File: src/rtl/piso_serializer.sv
// Parallel-in, serial-out transmitter: captures a WIDTH-bit word on load, shifts it out one bit
// per clock with a valid strobe, then pulses done. Optional even-parity bit via PISO_PARITY_EN.
module piso_serializer #(
    parameter int unsigned WIDTH     = 4,
    parameter bit          MSB_FIRST = 1'b1
) (
    input  logic             clk,
    input  logic             rst,
    input  logic             load,
    input  logic [WIDTH-1:0] data_in,
    output logic             ready,
    output logic             ser_out,
    output logic             ser_valid,
    output logic             done
);

    localparam int unsigned CntW = $clog2(WIDTH + 1);
    localparam logic [CntW-1:0] LastCnt = CntW'(WIDTH - 1);

`ifdef PISO_PARITY_EN
    typedef enum logic [1:0] {StIdle, StShift, StParity, StDone} state_e;
`else
    typedef enum logic [1:0] {StIdle, StShift, StDone} state_e;
`endif

    state_e           state_q, state_d;
    logic [WIDTH-1:0] shreg_q, shreg_d;
    logic [CntW-1:0]  count_q, count_d;
`ifdef PISO_PARITY_EN
    logic             parity_q, parity_d;
`endif

    always_ff @(posedge clk or posedge rst) begin
        if (rst) begin
            state_q  <= StIdle;
            shreg_q  <= '0;
            count_q  <= '0;
`ifdef PISO_PARITY_EN
            parity_q <= 1'b0;
`endif
        end else begin
            state_q  <= state_d;
            shreg_q  <= shreg_d;
            count_q  <= count_d;
`ifdef PISO_PARITY_EN
            parity_q <= parity_d;
`endif
        end
    end

    // Outputs decode only registered state, so load/data_in never reach an output combinationally.
    always_comb begin
        state_d   = state_q;
        shreg_d   = shreg_q;
        count_d   = count_q;
`ifdef PISO_PARITY_EN
        parity_d  = parity_q;
`endif
        ready     = 1'b0;
        ser_valid = 1'b0;
        ser_out   = 1'b0;
        done      = 1'b0;
        unique case (state_q)
            StIdle: begin
                ready = 1'b1;
                if (load) begin
                    shreg_d  = data_in;
                    count_d  = '0;
`ifdef PISO_PARITY_EN
                    parity_d = ^data_in;
`endif
                    state_d  = StShift;
                end
            end
            StShift: begin
                ser_valid = 1'b1;
                ser_out   = MSB_FIRST ? shreg_q[WIDTH-1] : shreg_q[0];
                shreg_d   = MSB_FIRST ? (shreg_q << 1) : (shreg_q >> 1);
                if (count_q == LastCnt) begin
`ifdef PISO_PARITY_EN
                    state_d = StParity;
`else
                    state_d = StDone;
`endif
                end else begin
                    count_d = count_q + CntW'(1);
                end
            end
`ifdef PISO_PARITY_EN
            StParity: begin
                ser_valid = 1'b1;
                ser_out   = parity_q;
                state_d   = StDone;
            end
`endif
            StDone: begin
                done    = 1'b1;
                state_d = StIdle;
            end
            default: state_d = StIdle;
        endcase
    end

endmodule
File: config.mk
export PLATFORM = sky130hd
export DESIGN_NAME = piso_serializer
export DESIGN_NICKNAME = d
export VERILOG_FILES = /design/src/rtl/piso_serializer.sv
export SDC_FILE = /design/constraint.sdc
export NUM_CORES = 1
export LEC_CHECK = 0
export CAP_MARGIN = 10
export CORE_MARGIN = 2
export CORE_UTILIZATION = 36
export CTS_CLUSTER_SIZE = 30
export DETAILED_ROUTE_END_ITERATION = 16
export PLACE_DENSITY = 0.59
export SYNTH_ARGS = -nofsm -noshare
export SYNTH_HDL_FRONTEND = slang
export SYNTH_SLANG_ARGS = --single-unit
File: constraint.sdc
create_clock -name clk -period 1.32 [get_ports clk]
set_input_delay 0.264 -clock clk [delete_from_list [all_inputs] [get_ports clk]]
set_output_delay 0.264 -clock clk [all_outputs]
set_load 0.01 [all_outputs]
# Yosys cells after proc, flatten, opt, wreduce, memory -nomap -nowiden
# Index checks and enable logic that the tools add are counted.
# Widths: inputs -> output; s select.
[word_totals] regBits=9 output_inout_bits=4
[classes] n_addsub=1 eq_ne=6 mux=12 reduce_logical=5
[ops] op="$pmux 4 s2" count=1
[ops] op="$mux 3" count=2
[ops] op="$ne 2x2->1 const B" count=3
[ops] op="$pmux 3 s2" count=1
[ops] op="$mux 1" count=4
[ops] op="$mux 2" count=2
[ops] op="$mux 4" count=1
[ops] op="$pmux 2 s2" count=1
[ops] op="$reduce_and 2->1" count=2
[ops] op="$add 3x1->3 const B" count=1
[ops] op="$eq 3x2->1 const B" count=1
[ops] op="$reduce_and 3->1" count=1
[ops] op="$eq 2x1->1 const B" count=1
[ops] op="$eq 2x2->1 const B" count=1
[ops] op="$logic_not 2->1" count=1
[ops] op="$reduce_bool 2->1" count=1

# Depth between registers and ports, before layout
# Gate-level depths: netlist of run 1.
[depth] ltp_word=3 depth_mapped=4

# Worst setup path after synthesis of run 1
# No wires, ideal clock.
[synth_path] kind="register to register" startpoint="reg count_q[0]" endpoint="reg count_q[0]" setup_time_ps=124 arrival_time_ps=1236 required_ps=1196 setup_slack_ps=-40 stages_incl_launch_ff=5 n_path_buf=0 synth_period_minus_slack_ps=1360 cell_sequence="dfrtp_1 ha_1 ha_1 and3_1 a211o_1"
[synth_via] elab_chain_len=3 word_cells_on_any_way=6 cone_classes="add/sub (1); eq/ne (2); mux (2); reduce/logical (1)"
[synth_rtl] element="from (decl)" line_no="28" text="logic [CntW-1:0] count_q, count_d;"
[synth_rtl] element="from (signal assigned)" line_no="44" text="count_q <= count_d;"
[synth_rtl] element="$add 3x1->3 or $eq 3x2->1 (tied branches)" line_no="86, 79"
[synth_rtl] element="$mux 3 or $ne 2x2->1 (tied branches)"
[synth_rtl] element="$pmux 3 s2 or $reduce_and 3->1 (tied branches)"
# Parallel ways exist; a longest one is shown, timed or not. The select of a mux whose other input is x is not followed.
# A chain may end at the register's enable or synchronous reset.

# Worst setup path after layout of run 1
[layout_path] startpoint="reg state_q[1]" endpoint="out done"
[layout_via] elab_chain_len=2
[layout_rtl] element="from (decl)" line_no="26" text="state_e state_q, state_d;"
[layout_rtl] element="from (signal assigned)" line_no="35" text="state_q <= StIdle;"
[layout_rtl] element="from (signal assigned)" line_no="42" text="state_q <= state_d;"
[layout_rtl] element="$eq 2x2->1" line_no="63" text="unique case (state_q)"
[layout_rtl] element="$mux 1" line_no="63"
[layout_rtl] element="to (decl)" line_no="14" text="output logic done"
# No other way between the ends.

==> results of run 1 <==
## worst max path at each step
stage,slack (ns),end,depth (start not counted)
6_report,0.01,done,3
5_1_grt,-0.03,done,3
4_1_cts,-0.01,ser_out,3
3_5_place_dp,-0.14,ready,3
3_3_place_gp,-0.15,ready,3
2_1_floorplan,0.003,count_q[0],4
## cells by family after synthesis
logic type | count (synthesis)
compound gates | 9
flops | 9
simple gates | 19
fa+ha+maj | 2
buf+inv | 7
## metal layers
| metal | vias up | global-route usage, % | routed length (µm) |
|---|---|---|---|
| met3 | 2 | 9.78 | 64 |
| met5 | - | 0 | 0 |
| met2 | 10 | 24.2 | 466 |
| li1 | 213 | - | - |
| met4 | 0 | 5.00 | 13 |
| met1 | 202 | 23.3 | 534 |
## metrics by stage
stage / area [µm²] / util [%]
floorplan: 488 / -
global placement: 654 / 50.9
detailed placement: 654 / 50.9
CTS: 701 / 54.5
global route: 783 / 61.0
finish: 783 / 61.0
## sequential cells by signal, indices dropped and copies added (netlist names)
name	flops
shreg_q	4
state_q	2
count_q	3
## synthesized netlist by cell type
library cell / instances
a221oi_1: 3
ha_1: 2
a32o_1: 1
a211o_1: 3
nor4b_1: 5
nor4bb_1: 1
a21oi_1: 1
and2_1: 2
nor2b_1: 2
nand2b_1: 2
inv_1: 5
nor2_1: 4
dfrtp_1: 9
o21bai_2: 1
and3_1: 3
buf_4: 1
buf_2: 1
## power by group
group          internal, mW  switching [mW]  leakage, nW
sequential            0.398          0.0692        0.111
clock                 0.116          0.0849       0.0150
combinational         0.554           0.458        0.240
## cell usage in the layout, fill, tap and decap left out
master	n
nor4b_2	2
o21bai_4	1
nand2b_1	2
clkbuf_4	3
inv_1	5
buf_4	7
nor2_4	1
clkbuf_2	1
dfrtp_1	9
clkbuf_1	1
a32o_1	1
nor4bb_1	1
ha_2	1
nor2_1	3
a221oi_2	3
and3_1	1
buf_2	1
nor2b_4	2
nor4b_1	3
a211o_1	3
and3_4	2
and2_1	2
clkdlybuf4s50_1	6
a21oi_1	1
ha_4	1
buf_6	5
## final cells by class
class,instances,area (µm²)
repair buffers,20,179
inverters,5,18.8
fillers,114,502
clock buffers,4,26.3
flip-flops and latches,9,225
well taps,15,18.8
multi-input cells,30,315
## what timing repair did
item | CTS | global route
gates resized for setup | 21 | 15
buffers inserted | 0 | 2
setup endpoints to repair | 10 | 10
pin swaps | 0 | 10
==> metrics.csv, run 1 <==
stage;metric;value;unit
timing;tns;0;ns
routing;drcViolationCount;0;
grt;grt_pass1_vias;397;
synthesis;synth_top_family_by_area;simple AND/OR/NAND/NOR gates;
timing;fmax;765;MHz
worst_setup_path;critPathKind;register to output pin;
timing;setup_viol;0;
place;globalplace.congestion;0.711;
timing;setup_ws;0.0133;ns
worst_setup_path;crit_arrival;1.04;ns
synthesis;synth_area_leaders;dfrtp_1 46%, nor4b_1 9.0%, a211o_1 5.4%;
synthesis;yosysWarningCount;0;
place;numPortBuffers;10;
timing;min_period;1.31;ns
pwr;p_per_area;2140;nW/µm²
clock_network;cts_tree;done;
floorplanning;coreArea;1280;µm²
hold_path;min_path_type;input pin to asynchronous set/reset pin;
floorplanning;floorplan.initialDensity;37.8;%
synthesis;synth.yosys.seq_area_share;46.4;%
worst_setup_path;cp_num_buf_inv;2;
clock_network;cts_buffers;3;
clock_network;clkTransAtPathRegs;0.06;ns
timing;holdWs;0.271;ns
place;placedCellCount;77;
grt;grt-ovfl-total;0;
synthesis;netlist_instances;46;
timing;hold_viol_final;0;
job;cap_violations;0;
outcome;status;completed;
clock_network;htree_levels;1;
grt;antenna_found_initial;0;
synthesis;synth_compound_area_share;16.2;%
clock_network;cts.sinks;9;
worst_setup_path;crit_family;flip-flops;
grt;grt_max_degree;12;
worst_setup_path;reg2reg_slack;0.02;ns
worst_setup_path;cp-startpoint;state_q[1];
routing;firstDrtPassIters;3;
routing;viasPerCell;5.14;
synthesis;synthSimpleGateAreaFrac;25.8;%
grt;gr-usage-all-layers;17.6;%
worst_setup_path;worst_setup_path_end_kind;output pin;
synthesis;synthDistinctLibCells;17;
synthesis;ys_ff_latch;9;
timing;rsz0062_at_grt;true;
worst_setup_path;cp_cell_sequence;buf_6 > nor2b_4 > buf_6;
worst_setup_path;worstSetupStartpointType;register;
clock_network;clock_latency;0.25;ns
synthesis;syn_nets;55;
grt;grt_pass1_wl;1770;µm
worst_setup_path;r2r_start;count_q[1];
worst_setup_path;slowest_delay;0.41;ns
worst_setup_path;r2r_cells;4;
worst_setup_path;slowest_stage;dfrtp_1;
routing;drt_wl_total;1080;µm
worst_setup_path;required;1.06;ns
floorplanning;die_y;40.7;µm
synthesis;yosysTopAreaCell;dfrtp_1;
floorplanning;rows;13;
place;dp_hpwl;701;µm
timing;fin_skew;0.00286;ns
timing;period_share;99.0;%
synthesis;yosys.area.top_type_share;46.4;%
synthesis;synth.avg_cell_area;10.6;µm²
final_layout;num-nets-final;78;
final_layout;drive_gt1_share;44.1;%
routing;first_iter_violations;9;
floorplanning;io_pins;11;
routing;vias;427;
pwr;max-vdd-ir-drop;1.10;mV
routing;wire_per_inst;13.0;µm
clock_network;ctsRootBufferMaster;clkbuf_4;
worst_setup_path;crit_path_frequent_cell;buf_6;
pwr;p_leak;0.366;nW
pwr;p_total;1.68;mW
place;pre_cts_ws;-0.139;ns
synthesis;synth_xor_area_share;0;%
synthesis;synthMuxAreaShare;0;%
floorplanning;die_x;40.7;µm
worst_setup_path;r2r_end;count_q[0];
timing;worst_pin_slew;0.354;ns
clock_network;cts_buffer_depth;2;
timing;timing.final.max_slew_violations;0;
clock_network;cts_hold_buf;0;
timing;slew_headroom;76.4;%
synthesis;synthAdderAreaFrac;5.15;%
final_layout;stdcell_count;83;
final_layout;n_antenna_cell;0;
routing;ant_nets;0;
worst_setup_path;path_max_fanout;4;
final_layout;area_delta_synth_final;61.3;%
synthesis;synth_area;485;µm²
floorplanning;die_area;1660;µm²
No activity file was read; power rests on OpenSTA's default activity.
==> inputs of run 2 (changes only) <==
- CTS_CLUSTER_DIAMETER: not set -> 100
- SLEW_MARGIN: not set -> 30
==> results of run 2 <==
Same layout as run 1: the final DEF is identical, and so are final timing and power.
